<file path="config.mk">
export PLATFORM = sky130hd
export DESIGN_NAME = block_transfer_ctrl_flat
export DESIGN_NICKNAME = d
export VERILOG_FILES = /design/src/rtl/block_transfer_ctrl_if.sv /design/src/rtl/block_transfer_ctrl.sv /design/src/flat_wrapper.sv
export SDC_FILE = /design/constraint.sdc
export NUM_CORES = 1
export LEC_CHECK = 0
export BUFFER_PORTS_ARGS = -buffer_cell sky130_fd_sc_hd__buf_2
export CAP_MARGIN = 20
export CORE_MARGIN = 4
export CORE_UTILIZATION = 52
export CTS_BUF_LIST = sky130_fd_sc_hd__clkbuf_4 sky130_fd_sc_hd__clkbuf_8 sky130_fd_sc_hd__clkbuf_16
export DETAILED_ROUTE_END_ITERATION = 10
export PLACE_DENSITY = 0.86
export RECOVER_POWER = 50
export SETUP_SLACK_MARGIN = 0.1
export SYNTH_ARGS = -nofsm -noshare
export SYNTH_HDL_FRONTEND = slang
export SYNTH_SLANG_ARGS = --single-unit
</file>
<file path="constraint.sdc">
create_clock -name clk -period 8.88 [get_ports clk]
set_input_delay 0.888 -clock clk [delete_from_list [all_inputs] [get_ports clk]]
set_output_delay 0.888 -clock clk [all_outputs]
set_load 0.005 [all_outputs]
</file>
<file path="src/rtl/block_transfer_ctrl_if.sv">
// Block transfer controller bus: start request, memory port, write-back.
// The master is the pipeline/memory side; the slave is the sequencer.
interface block_transfer_ctrl_if;
    logic        start;
    logic        isLoad;
    logic [15:0] regList;
    logic [31:0] baseIn;
    logic [3:0]  baseReg;
    logic        writeBack;
    logic        memReady;
    logic [31:0] memRdata;
    logic        busy;
    logic [3:0]  regSel;
    logic [31:0] memAddr;
    logic        memRead;
    logic        memWrite;
    logic        wbEn;
    logic [3:0]  wbDest;
    logic [31:0] wbData;
    logic        done;

    modport master (
        output start, isLoad, regList, baseIn, baseReg, writeBack,
        output memReady, memRdata,
        input  busy, regSel, memAddr, memRead, memWrite,
        input  wbEn, wbDest, wbData, done
    );

    modport slave (
        input  start, isLoad, regList, baseIn, baseReg, writeBack,
        input  memReady, memRdata,
        output busy, regSel, memAddr, memRead, memWrite,
        output wbEn, wbDest, wbData, done
    );
endinterface

</file>
<file path="src/rtl/block_transfer_ctrl.sv">
// LDMIA/STMDB block transfer sequencer over r0-r14.
// Walks the register list lowest-first, one memory access per register.
module block_transfer_ctrl (
    input  logic clk,
    input  logic rst,
    block_transfer_ctrl_if.slave bus
);
    typedef enum logic [1:0] {IDLE, XFER, BASEWB, DONE} state_t;

    state_t      state_q, state_d;
    logic [14:0] pending_q, pending_d;
    logic [31:0] addr_q, addr_d;
    logic [31:0] final_q, final_d;
    logic        isLoad_q, isLoad_d;
    logic        wback_q, wback_d;
    logic        hit_q, hit_d;
    logic [3:0]  base_q, base_d;
    logic        wbEn_q, wbEn_d;
    logic [3:0]  wbDest_q, wbDest_d;
    logic [31:0] wbData_q, wbData_d;

    logic [3:0]  cnt;
    logic [3:0]  cur;
    logic [31:0] span;
    logic [15:0] listExt;
    logic [14:0] pendingNext;
    logic        xfer;
    logic        unused_pc;

    // Register count of the request and lowest still-pending register
    always_comb begin
        cnt = '0;
        for (int i = 0; i < 15; i++) begin
            cnt = cnt + 4'(bus.regList[i]);
        end
        cur = '0;
        for (int i = 14; i >= 0; i--) begin
            if (pending_q[i]) cur = 4'(i);
        end
    end

    // r15 has no home in this register file; bit 15 never enters the list
    assign unused_pc   = bus.regList[15];
    assign listExt     = {1'b0, bus.regList[14:0]};
    assign span        = {26'b0, cnt, 2'b00};
    assign pendingNext = pending_q & (pending_q - 15'd1);
    assign xfer        = (state_q == XFER);

    // Next-state and datapath updates
    always_comb begin
        state_d   = state_q;
        pending_d = pending_q;
        addr_d    = addr_q;
        final_d   = final_q;
        isLoad_d  = isLoad_q;
        wback_d   = wback_q;
        hit_d     = hit_q;
        base_d    = base_q;
        wbEn_d    = 1'b0;
        wbDest_d  = wbDest_q;
        wbData_d  = wbData_q;
        unique case (state_q)
            IDLE: begin
                if (bus.start) begin
                    isLoad_d  = bus.isLoad;
                    wback_d   = bus.writeBack;
                    base_d    = bus.baseReg;
                    pending_d = bus.regList[14:0];
                    hit_d     = bus.isLoad && listExt[bus.baseReg];
                    if (bus.isLoad) begin
                        final_d = bus.baseIn + span;
                        addr_d  = bus.baseIn;
                    end else begin
                        final_d = bus.baseIn - span;
                        addr_d  = bus.baseIn - span;
                    end
                    state_d = (cnt == 4'd0) ? DONE : XFER;
                end
            end
            XFER: begin
                if (bus.memReady) begin
                    pending_d = pendingNext;
                    addr_d    = addr_q + 32'd4;
                    if (isLoad_q) begin
                        wbEn_d   = 1'b1;
                        wbDest_d = cur;
                        wbData_d = bus.memRdata;
                    end
                    if (pendingNext == '0) state_d = BASEWB;
                end
            end
            BASEWB: begin
                // A loaded base value takes priority over the base update
                if (wback_q && !hit_q) begin
                    wbEn_d   = 1'b1;
                    wbDest_d = base_q;
                    wbData_d = final_q;
                end
                state_d = DONE;
            end
            DONE: begin
                state_d = IDLE;
            end
            default: begin
                state_d = IDLE;
            end
        endcase
    end

    // State and datapath registers, synchronous reset
    always_ff @(posedge clk) begin
        if (rst) begin
            state_q   <= IDLE;
            pending_q <= '0;
            addr_q    <= '0;
            final_q   <= '0;
            isLoad_q  <= 1'b0;
            wback_q   <= 1'b0;
            hit_q     <= 1'b0;
            base_q    <= '0;
            wbEn_q    <= 1'b0;
            wbDest_q  <= '0;
            wbData_q  <= '0;
        end else begin
            state_q   <= state_d;
            pending_q <= pending_d;
            addr_q    <= addr_d;
            final_q   <= final_d;
            isLoad_q  <= isLoad_d;
            wback_q   <= wback_d;
            hit_q     <= hit_d;
            base_q    <= base_d;
            wbEn_q    <= wbEn_d;
            wbDest_q  <= wbDest_d;
            wbData_q  <= wbData_d;
        end
    end

    assign bus.busy     = (state_q != IDLE);
    assign bus.done     = (state_q == DONE);
    assign bus.memRead  = xfer && isLoad_q;
    assign bus.memWrite = xfer && !isLoad_q;
    assign bus.regSel   = xfer ? cur : 4'd0;
    assign bus.memAddr  = xfer ? addr_q : 32'd0;
    assign bus.wbEn     = wbEn_q;
    assign bus.wbDest   = wbDest_q;
    assign bus.wbData   = wbData_q;
endmodule

</file>
<file path="src/flat_wrapper.sv">
// flat-port wrapper written by rule: the top's interface ports become plain ports
module block_transfer_ctrl_flat 
  (clk, rst, bus_start, bus_isLoad, bus_regList, bus_baseIn, bus_baseReg, bus_writeBack, bus_memReady, bus_memRdata, bus_busy, bus_regSel, bus_memAddr, bus_memRead, bus_memWrite, bus_wbEn, bus_wbDest, bus_wbData, bus_done);
  block_transfer_ctrl_if bus_i ();
  input  logic clk;
  input  logic rst;
  input wire logic [$bits(bus_i.start)-1:0] bus_start;
  input wire logic [$bits(bus_i.isLoad)-1:0] bus_isLoad;
  input wire logic [$bits(bus_i.regList)-1:0] bus_regList;
  input wire logic [$bits(bus_i.baseIn)-1:0] bus_baseIn;
  input wire logic [$bits(bus_i.baseReg)-1:0] bus_baseReg;
  input wire logic [$bits(bus_i.writeBack)-1:0] bus_writeBack;
  input wire logic [$bits(bus_i.memReady)-1:0] bus_memReady;
  input wire logic [$bits(bus_i.memRdata)-1:0] bus_memRdata;
  output wire logic [$bits(bus_i.busy)-1:0] bus_busy;
  output wire logic [$bits(bus_i.regSel)-1:0] bus_regSel;
  output wire logic [$bits(bus_i.memAddr)-1:0] bus_memAddr;
  output wire logic [$bits(bus_i.memRead)-1:0] bus_memRead;
  output wire logic [$bits(bus_i.memWrite)-1:0] bus_memWrite;
  output wire logic [$bits(bus_i.wbEn)-1:0] bus_wbEn;
  output wire logic [$bits(bus_i.wbDest)-1:0] bus_wbDest;
  output wire logic [$bits(bus_i.wbData)-1:0] bus_wbData;
  output wire logic [$bits(bus_i.done)-1:0] bus_done;
  assign bus_i.start = bus_start;
  assign bus_i.isLoad = bus_isLoad;
  assign bus_i.regList = bus_regList;
  assign bus_i.baseIn = bus_baseIn;
  assign bus_i.baseReg = bus_baseReg;
  assign bus_i.writeBack = bus_writeBack;
  assign bus_i.memReady = bus_memReady;
  assign bus_i.memRdata = bus_memRdata;
  assign bus_busy = bus_i.busy;
  assign bus_regSel = bus_i.regSel;
  assign bus_memAddr = bus_i.memAddr;
  assign bus_memRead = bus_i.memRead;
  assign bus_memWrite = bus_i.memWrite;
  assign bus_wbEn = bus_i.wbEn;
  assign bus_wbDest = bus_i.wbDest;
  assign bus_wbData = bus_i.wbData;
  assign bus_done = bus_i.done;
  block_transfer_ctrl u_core (.clk(clk), .rst(rst), .bus(bus_i));
endmodule
</file>
==> run metrics <==
synth warn 0; total track usage around 28%; skew final 7.412 ps; residual DRC count 0; Cell Rows 46; crit end category register; NumNets Final 1,315; Max H-tree Level 4; Worst-Skew Late Latency 420 ps; Final Wtd Congestion 0.9480; top achievable clock speed 150.6 MHz; Vias/cell 6.228; count of different cell masters after synthesis 76; pwr/cell area 311.4 nW/um^2; total grt overflow 0; Internal 1715 uW; fraction of registers with async set or reset after synthesis 0%; initial antenna violation count 3; vias in the first global route ~8,300; # port buffers around 170; sequential cell area fraction in the yosys report 29.83%; failing checks max-capacitance violations, max-slew violations; P_sw 1334 uW; DP Wirelength 18,180 um; Routed WL 25,840 um; die extent in x 135.0 um; clock tree buffer depth 2; largest net degree at the start of global routing 74; most frequent cells in the layout 143 x buf_2, 125 x dfxtp_1, 114 x nand2_1, 99 x nor2_1, 64 x a21oi_1; First-pass DRT Iterations 6; final hold vios 0; Finished Cell Area 9792 sq um; worst hold path type register to register; CTS Buf Count 17; number of DRC markers in iteration 0 approximately 1,200; startpoint types input pin; CP Max Fanout 11; global-route wire length before repair 41,400 um; sequential power share 27.4%; Sw Ratio 43.75%; antenna-violating nets left 0; Avg WL per Cell between 15 and 20 um; Logic pwr share roughly half; P_leak 0.003848 uW; Post-synth EDFFs 0; clock network power share 23.1%; Max Cap Viol 3; Starting Density 53.00%; Primary FF master, synth dfxtp_1; unrepaired setup endpoints after global routing false; setup TNS 0 ps; Slew @ Worst Pin 2966 ps; Worst Path Required 9060 ps; CTS tree built; hold buffers post-CTS 0; Die Height 135.0 um; core area approximately 16,000 sq um; Area Overhead vs Synth 16.72%; Worst VDD drop 0.0002086 V; CTS clk-pin slew, worst paths 60 ps; postcts setup bufs 0; Slew HR -97.73%; via count ~8,900; Root Buffer clkbuf_16; Fillers around 1,400; Mapped Avg Cell Area 7.711 sq um; number of setup violations in the final report 0; final worst path period share 74.78%; WP data arrival 6820 ps; I/O pin count around 170; crit path kind input pin to register; mapped cell area 8389 sq um; status complete, but fails checks; Cells after Synth around 1,100; clock sink count ~130; most common cell after layout, fill and taps aside buf_2; total die area between 15,000 and 20,000 sq um; Period minus WS final 6641 ps; share of post-route cells with drive strength above 1 17.44%; Resized Gates After CTS 0; Placed Instance Area ~9200 sq um; synthesized netlist net count 1,209; Slew Viols, Final 168; #FFs+latches synth 125
[worst max-delay path, cell delays in order]
cell,delay [ps]
buf_2,120
ha_1,260
inv_1,40
fa_1,480
inv_1,60
fa_1,480
fa_1,520
inv_1,50
fa_1,480
inv_1,50
ha_1,200
fa_1,380
xnor2_1,390
inv_1,90
ha_1,410
inv_1,60
a21oi_1,890
o2111ai_4,290
o21a_1,250
o21ai_0,300
a31oi_1,120
[path summary, 6_finish.rpt]
path / from / end / slack [ps] / cells after the start
setup / recovery: bus_regList[1] / u_core.addr_q[25]$_SDFFE_PP0P_ / 2240 / 21
hold / removal: u_core.final_q[0]$_SDFFE_PP0P_ / u_core.final_q[0]$_SDFFE_PP0P_ / 450 / 2
setup reg to reg: u_core.state_q[1]$_SDFFE_PP0P_ / u_core.addr_q[15]$_SDFFE_PP0P_ / 6030 / 8
hold reg to reg: u_core.final_q[0]$_SDFFE_PP0P_ / u_core.final_q[0]$_SDFFE_PP0P_ / 450 / 2
[Yosys cell counts (all sizes together) (7+ instances only)]
library cell / n / area share [%]
o21ai: 56 / 3.3
nand2: 115 / 5.1
xnor2: 19 / 2.0
or3: 15 / 1.2
a21o: 7 / 0.63
buf: 10 / 0.81
o2111ai: 7 / 0.94
a21oi: 65 / 3.9
o21a: 8 / 0.72
or4: 8 / 0.76
a22oi: 9 / 0.81
and2: 39 / 2.9
a31oi: 17 / 1.3
ha: 20 / 3.0
nor4: 12 / 1.3
dfxtp: 125 / 30
and3: 15 / 1.1
nand4: 14 / 1.2
inv: 46 / 2.1
o211ai: 8 / 0.72
nor3: 44 / 2.6
o311ai: 8 / 0.84
nand3: 43 / 2.6
nor2: 100 / 4.5
a211oi: 46 / 4.1
fa: 11 / 2.6
mux2i: 40 / 4.8
and4: 8 / 0.84
clkbuf: 80 / 3.6
[layout make-up]
cell class	count	area [sq um]	area share, %
antenna	3	7.507	0.07667
multi-input combinational	826	5355	54.69
sequential	125	2502	25.56
clock inverter	6	85.08	0.8689
inverter	47	176.4	1.802
tap	216	270.3	2.760
clock buffer	23	501.7	5.124
timing repair buffer	177	893.4	9.123
[sequential cells by signal, indices dropped and copies added (netlist names)]
name               cells
u_core.addr_q         32
u_core.bus.wbData     32
u_core.final_q        32
u_core.pending_q      15
u_core.base_q          4
u_core.bus.wbDest      4
u_core.state_q         2
u_core.bus.wbEn        1
u_core.hit_q           1
u_core.isLoad_q        1
u_core.wback_q         1
[metrics by stage]
stage	utilization (%)	hold WS (ps)	instances	worst slack (ps)	power [uW]
2_1_floorplan	-	431.5	1088	2780	1881
5_1_grt	61.85	478.5	1422	1934	3255
3_5_place_dp	58.22	449.3	1390	1884	2309
6_report	61.87	454.2	1423	2239	3049
3_3_place_gp	58.22	443.1	1390	1974	2259
4_1_cts	61.93	458.9	1419	2321	3025
[power by group through the flow]
stage          registers, uW  logic [uW]  clock network (uW)
2_1_floorplan            802        1080                   0
3_3_place_gp             833        1430                   0
5_1_grt                  851        1680                 729
6_report                 835        1510                 703
3_5_place_dp             838        1470                   0
4_1_cts                  828        1490                 707
[kinds of logic after synthesis]
kind of cell	after synthesis	synth area share [%]
muxes	45	5.981
AOI/OAI and AO/OA	284	22.73
DFF	125	29.83
and+or+nand+nor	439	26.49
buffers and inverters	137	6.517
adders and majority gates	33	5.846
xor gates and xnor gates	25	2.610
[layer usage]
layer | vias up | share of wire (%) | GRT usage [%]
met5 | - | 0.050 | 0
met4 | 2 | 3.2 | 10.25
met3 | 82 | 8.0 | 5.291
met2 | 444 | 49 | 47.67
met1 | 4161 | 39 | 34.55
li1 | 4173 | - | -
Power figures use the tool's default switching activity.
